===== src/rtl/board_lcd_formatter_pkg.sv =====
// Shared definitions for the 2x8 LCD board formatter: game-state codes,
// FSM state type, geometry, ASCII constants and the row-0 banner strings.
package board_fmt_pkg;

  typedef enum logic [2:0] {
    GS_READY = 3'd0,
    GS_PLAY  = 3'd1,
    GS_WIN   = 3'd2,
    GS_LOSE  = 3'd3
  } game_state_t;

  typedef enum logic [1:0] {
    ST_IDLE = 2'd0,
    ST_SEND = 2'd1,
    ST_DONE = 2'd2
  } fmt_state_t;

  localparam int NUM_TILES = 16;
  localparam int NUM_COLS  = 8;

  localparam logic [7:0] ASCII_SPACE = 8'h20;
  localparam logic [7:0] ASCII_ZERO  = 8'h30;
  localparam logic [7:0] ASCII_UPPER_A = 8'h41;

  // Leftmost character sits in the most significant byte.
  localparam logic [8*NUM_COLS-1:0] MSG_WIN  = "YOU WIN ";
  localparam logic [8*NUM_COLS-1:0] MSG_LOSE = "GAMEOVER";

  function automatic logic [7:0] msg_char(input logic [8*NUM_COLS-1:0] msg,
                                          input logic [2:0] col);
    return msg[8*(NUM_COLS-1-int'(col)) +: 8];
  endfunction

endpackage


===== src/rtl/board_lcd_formatter_if.sv =====
// Character stream from the formatter to the LCD driver (valid/ready handshake).
interface board_lcd_formatter_if;
  logic       char_valid;
  logic [7:0] char_data;
  logic [3:0] char_addr;
  logic       char_ready;

  modport master (output char_valid, output char_data, output char_addr, input char_ready);
  modport slave  (input char_valid, input char_data, input char_addr, output char_ready);
endinterface


===== src/rtl/board_lcd_formatter_tile_to_ascii.sv =====
// Maps a 4-bit tile exponent to its display glyph: blank, '1'..'9', 'A'..'F'.
module tile_to_ascii
  import board_fmt_pkg::*;
(
  input  logic [3:0] tile,
  output logic [7:0] ascii
);

  always_comb begin
    ascii = ASCII_SPACE;
    if (tile == 4'd0) begin
      ascii = ASCII_SPACE;
    end else if (tile < 4'd10) begin
      ascii = ASCII_ZERO + {4'd0, tile};
    end else begin
      ascii = ASCII_UPPER_A + {4'd0, tile - 4'd10};
    end
  end

endmodule


===== src/rtl/board_lcd_formatter.sv =====
// Streams a snapshot of the 4x4 board to a 2x8 LCD, one character per handshake.
// Optional FMT_CHANGE_ONLY_EN: only emit a frame when board/game_state changed.
module board_lcd_formatter
  import board_fmt_pkg::*;
(
  input  logic                   clk,
  input  logic                   rst_n,
  input  logic [63:0]            board,
  input  logic [2:0]             game_state,
  board_lcd_formatter_if.master  lcd,
  output logic                   frame_done,
  output logic                   busy
);

  fmt_state_t  state_reg, state_next;
  logic [3:0]  index_reg;
  logic [63:0] snap_board_reg;
  game_state_t snap_state_reg;
  logic        trigger;
  logic        xfer;
  logic [3:0]  tiles [NUM_TILES];
  logic [7:0]  tile_char;
  logic [7:0]  char_sel;

  assign xfer = (state_reg == ST_SEND) && lcd.char_ready;

`ifdef FMT_CHANGE_ONLY_EN
  logic [63:0] last_board_reg;
  logic [2:0]  last_state_reg;
  logic        shown_valid_reg;

  always_ff @(posedge clk or negedge rst_n) begin
    if (!rst_n) begin
      last_board_reg  <= '0;
      last_state_reg  <= '0;
      shown_valid_reg <= 1'b0;
    end else if (state_reg == ST_DONE) begin
      last_board_reg  <= snap_board_reg;
      last_state_reg  <= snap_state_reg;
      shown_valid_reg <= 1'b1;
    end
  end

  assign trigger = !shown_valid_reg || (board != last_board_reg) ||
                   (game_state != last_state_reg);
`else
  assign trigger = 1'b1;
`endif

  always_comb begin
    state_next = state_reg;
    case (state_reg)
      ST_IDLE: if (trigger) state_next = ST_SEND;
      ST_SEND: if (xfer && index_reg == 4'd15) state_next = ST_DONE;
      ST_DONE: state_next = ST_IDLE;
      default: state_next = ST_IDLE;
    endcase
  end

  always_ff @(posedge clk or negedge rst_n) begin
    if (!rst_n) begin
      state_reg      <= ST_IDLE;
      index_reg      <= 4'd0;
      snap_board_reg <= '0;
      snap_state_reg <= GS_READY;
    end else begin
      state_reg <= state_next;
      if (state_reg == ST_IDLE && trigger) begin
        snap_board_reg <= board;
        snap_state_reg <= game_state_t'(game_state);
        index_reg      <= 4'd0;
      end else if (xfer) begin
        index_reg <= index_reg + 4'd1;
      end
    end
  end

  for (genvar gi = 0; gi < NUM_TILES; gi++) begin : g_tiles
    assign tiles[gi] = snap_board_reg[4*gi +: 4];
  end

  tile_to_ascii u_tile_to_ascii (
    .tile  (tiles[index_reg]),
    .ascii (tile_char)
  );

  // Banners replace only row 0; row 1 always shows tiles 8..15.
  always_comb begin
    char_sel = tile_char;
    if (!index_reg[3]) begin
      if (snap_state_reg == GS_WIN) begin
        char_sel = msg_char(MSG_WIN, index_reg[2:0]);
      end else if (snap_state_reg == GS_LOSE) begin
        char_sel = msg_char(MSG_LOSE, index_reg[2:0]);
      end
    end
  end

  assign lcd.char_valid = (state_reg == ST_SEND);
  assign lcd.char_data  = char_sel;
  assign lcd.char_addr  = index_reg;
  assign frame_done     = (state_reg == ST_DONE);
  assign busy           = (state_reg != ST_IDLE);

endmodule


===== src/flat_wrapper.sv =====
// flat-port wrapper written by rule: the top's interface ports become plain ports
module board_lcd_formatter_flat import board_fmt_pkg::*;
  (clk, rst_n, board, game_state, frame_done, busy, lcd_char_valid, lcd_char_data, lcd_char_addr, lcd_char_ready);
  board_lcd_formatter_if lcd_i ();
  input  logic clk;
  input  logic rst_n;
  input  logic [63:0] board;
  input  logic [2:0] game_state;
  output logic frame_done;
  output logic busy;
  output wire logic [$bits(lcd_i.char_valid)-1:0] lcd_char_valid;
  output wire logic [$bits(lcd_i.char_data)-1:0] lcd_char_data;
  output wire logic [$bits(lcd_i.char_addr)-1:0] lcd_char_addr;
  input wire logic [$bits(lcd_i.char_ready)-1:0] lcd_char_ready;
  assign lcd_char_valid = lcd_i.char_valid;
  assign lcd_char_data = lcd_i.char_data;
  assign lcd_char_addr = lcd_i.char_addr;
  assign lcd_i.char_ready = lcd_char_ready;
  board_lcd_formatter u_core (.clk(clk), .rst_n(rst_n), .board(board), .game_state(game_state), .lcd(lcd_i), .frame_done(frame_done), .busy(busy));
endmodule

===== config.mk =====
export PLATFORM = sky130hd
export DESIGN_NAME = board_lcd_formatter_flat
export DESIGN_NICKNAME = d
export VERILOG_FILES = /design/src/rtl/board_lcd_formatter_pkg.sv /design/src/rtl/board_lcd_formatter_if.sv /design/src/rtl/board_lcd_formatter_tile_to_ascii.sv /design/src/rtl/board_lcd_formatter.sv /design/src/flat_wrapper.sv
export SDC_FILE = /design/constraint.sdc
export NUM_CORES = 1
export LEC_CHECK = 0
export CORE_MARGIN = 2
export CORE_UTILIZATION = 68
export CTS_CLUSTER_DIAMETER = 60
export DETAILED_ROUTE_END_ITERATION = 7
export DONT_BUFFER_PORTS = 1
export GPL_ROUTABILITY_DRIVEN = 0
export PLACE_DENSITY = 0.83
export SYNTH_ARGS = -nofsm -noshare
export SYNTH_HDL_FRONTEND = slang
export SYNTH_SLANG_ARGS = --single-unit

===== constraint.sdc =====
create_clock -name clk -period 5.85 [get_ports clk]
set_clock_uncertainty 0.05 [all_clocks]
set_input_delay 0.585 -clock clk [delete_from_list [all_inputs] [get_ports clk]]
set_output_delay 0.585 -clock clk [all_outputs]
set_load 0.05 [all_outputs]

==> results.cfg <==
[status]
status = complete, no violations

[floorplan]
die_area_um2 = 6258
die_y_um = 79.11
core-area_um2 = 5473
die_w_um = 79.11
design.portCount = 85
rows = 27
start_util_pct = 70.10

[detailed_routing]
vias = 2396
firstDrtPassIters = 4
post-route-drc-count = 0
viasPerCell = 6.511
drtIter0Drc = 142
totalWireLength_mm = 7.500
ant_nets = 0
wire_per_inst_um = 20.38

[synthesis]
synthesis.nets = 379
synthCells = 296
ys_async_sr_fraction_pct = 100.0
yosysWarnings = 0
ys_seq_area_share_pct = 47.62
synth_edf_count = 0
ys.flop_type = dfrtp_1
synth_area_um2 = 3836
synth_seq_cells = 73
synth_cell_types = 47
synth_area_per_cell_um2 = 12.96

[layout]
fill_cells = 361
final_nets = 375
fin_area_um2 = 4104
area_delta_synth_final_pct = 6.980
final_cell_mix = dfrtp_1 (72), mux2_2 (67), mux2i_1 (15)
final_layout_size_suffix_gt1_share_pct = 33.11
largest_reg_flops = 64
mostFrequentLayoutCell = dfrtp_1
insertedDiodeCount = 0
multi_input_area_um2 = 1877
seqCellArea_um2 = 1828

[power_and_ir_drop]
leakagePower_nw = 1.866
powerDensity_nw_per_um2 = 588.9
vdd.ir_drop.worst_v = 0.0004611

[critical_path]
cp_cell_sequence = nand2_1 -> o221ai_1 -> o22ai_1 -> nor2_1 -> inv_1 -> ha_1 -> xnor2_1 -> nor2_1 -> o32ai_2
startpoint_type = flop
critPathTopFamily = compound AO/OA/AOI/OAI gates
cp_slowest_stage_delay_ps = 990
reg2reg_setup_slack_ps = 3690
slowest_stage = dfrtp_1
critical_path_required_ps = 5220
cp-end-kind = primary output
cp_common_cell = nor2_1
cp_max_fo = 19
reg2reg_depth = 4
crit_cells = 9
crit_type = flop to primary output
worst-path-buf-inv = 1
arrival_ps = 3870

[timing]
setup_viol = 0
final_max_slew_viol_count = 0
max_freq_ghz = 0.2221
max-slew-margin-rel_pct = 31.13
fin_crit_ps = 4502
tns_ps = 0
tightest_slew_ps = 1036
post-route-period-util_pct = 76.96
rsz0062_at_grt = no
hold_viol = 0

[place]
portBuffers = 0
dpl_cell_area_um2 = 3847
hpwl_mm = 5.494

[clocking]
htreeDepth = 3
postCtsHoldBufs = 1
clockBufferDepth = 2
tritoncts = built
clk_latency_ps = 340
root_buffer = clkbuf_8
cts_setup_buffers = 0
cts_buffers = 9
cts_sinks = 73
post_cts_resize_count = 0
clkTransAtPathRegs_ps = 70

[grt]
antenna_found_initial = 1
grt_pass1_wl_mm = 12.19
grt_pass1_vias = 2446
grt_max_degree = 74
grt_usage_pct = 26.16
grt_overflow = 0

[job]
maxCapViolations = 0

[hold_path]
hp-class = primary input to asynchronous set/reset pin
-- metrics by stage --
step / hold slack [ps] / util [%] / setup slack (ps) / power, W / std cells
floorplan: 239.4 / - / 1540 / 0.001774 / 296
global placement: 240.8 / 70.30 / 1856 / 0.001923 / 352
detailed placement: 241.2 / 70.30 / 1744 / 0.001956 / 352
CTS: 73.53 / 74.99 / 1362 / 0.002415 / 368
global route: 70.46 / 74.99 / 1004 / 0.002554 / 368
finish: 58.11 / 74.99 / 1348 / 0.002417 / 368
-- layout make-up --
cell class                 instances  share of cell area (%)
clock inverter                     2                   1.463
sequential                        73                   44.54
tap                               72                   2.195
clock buffer                      13                   4.116
inverter                          10                  0.9146
multi-input combinational        195                   45.73
timing repair buffer               3                   1.037
-- synthesized netlist by cell type, types with 5 or more instances --
library cell | number | area [um^2]
dfrtp_1 | 73 | 1827
mux2_2 | 67 | 754.5
mux2i_1 | 15 | 150.1
ha_1 | 13 | 162.7
nor2_1 | 11 | 41.29
inv_1 | 10 | 37.54
a21oi_1 | 9 | 45.04
nand2_1 | 9 | 33.78
clkbuf_1 | 8 | 30.03
mux4_2 | 8 | 180.2
o221ai_1 | 6 | 52.55
nand3_1 | 5 | 25.02
o21ai_0 | 5 | 25.02
-- cells by family (layout without fill, tap and decap cells) --
logic type	after synthesis	in the layout	share of synthesized area, %
simple gates	43	43	5.480
other cells	1	1	0.09775
fa+ha+maj	13	13	4.240
compound gates	45	45	8.643
flops	73	73	47.62
mux	92	92	29.65
buf+inv	28	28	4.044
xor+xnor	1	1	0.2284
-- layer usage --
| metal | global-route usage [%] | up-vias | wire length [um] |
|---|---|---|---|
| met5 | 0 | - | 11 |
| li1 | - | 1098 | - |
| met4 | 10.86 | 2 | 173 |
| met3 | 9.886 | 18 | 568 |
| met1 | 36.11 | 1204 | 3263 |
| met2 | 37.63 | 74 | 3482 |
-- path summary, 6_finish.rpt --
| kind | start | endpoint |
|---|---|---|
| min | rst_n | u_core.snap_board_reg[37] |
| min in group clk | board[19] | u_core.snap_board_reg[19] |
| max | u_core.lcd.char_addr[2] | lcd_char_data[2] |
| max reg2reg | u_core.lcd.char_addr[0] | u_core.lcd.char_addr[2] |
| max in group asynchronous | rst_n | u_core.snap_board_reg[22] |
| min reg2reg | u_core.snap_board_reg[3] | u_core.snap_board_reg[3] |
-- report_power, final --
group	internal, W	total (W)	switching (W)
Sequential	0.000664	0.000856	0.000191
Combinational	0.000453	0.00112	0.000665
Clock	0.000273	0.000444	0.000171
Total	0.00139	0.00242	0.00103
-- worst reg2reg max path: cells and delay by family, from the launching register on --
kind | cells | cell delay [ps]
adders and majority gates | 2 | 680
buffers and inverters | 1 | 110
DFF | 1 | 990
AOI/OAI and AO/OA | 1 | 210
(Power assumes the default switching activity.)
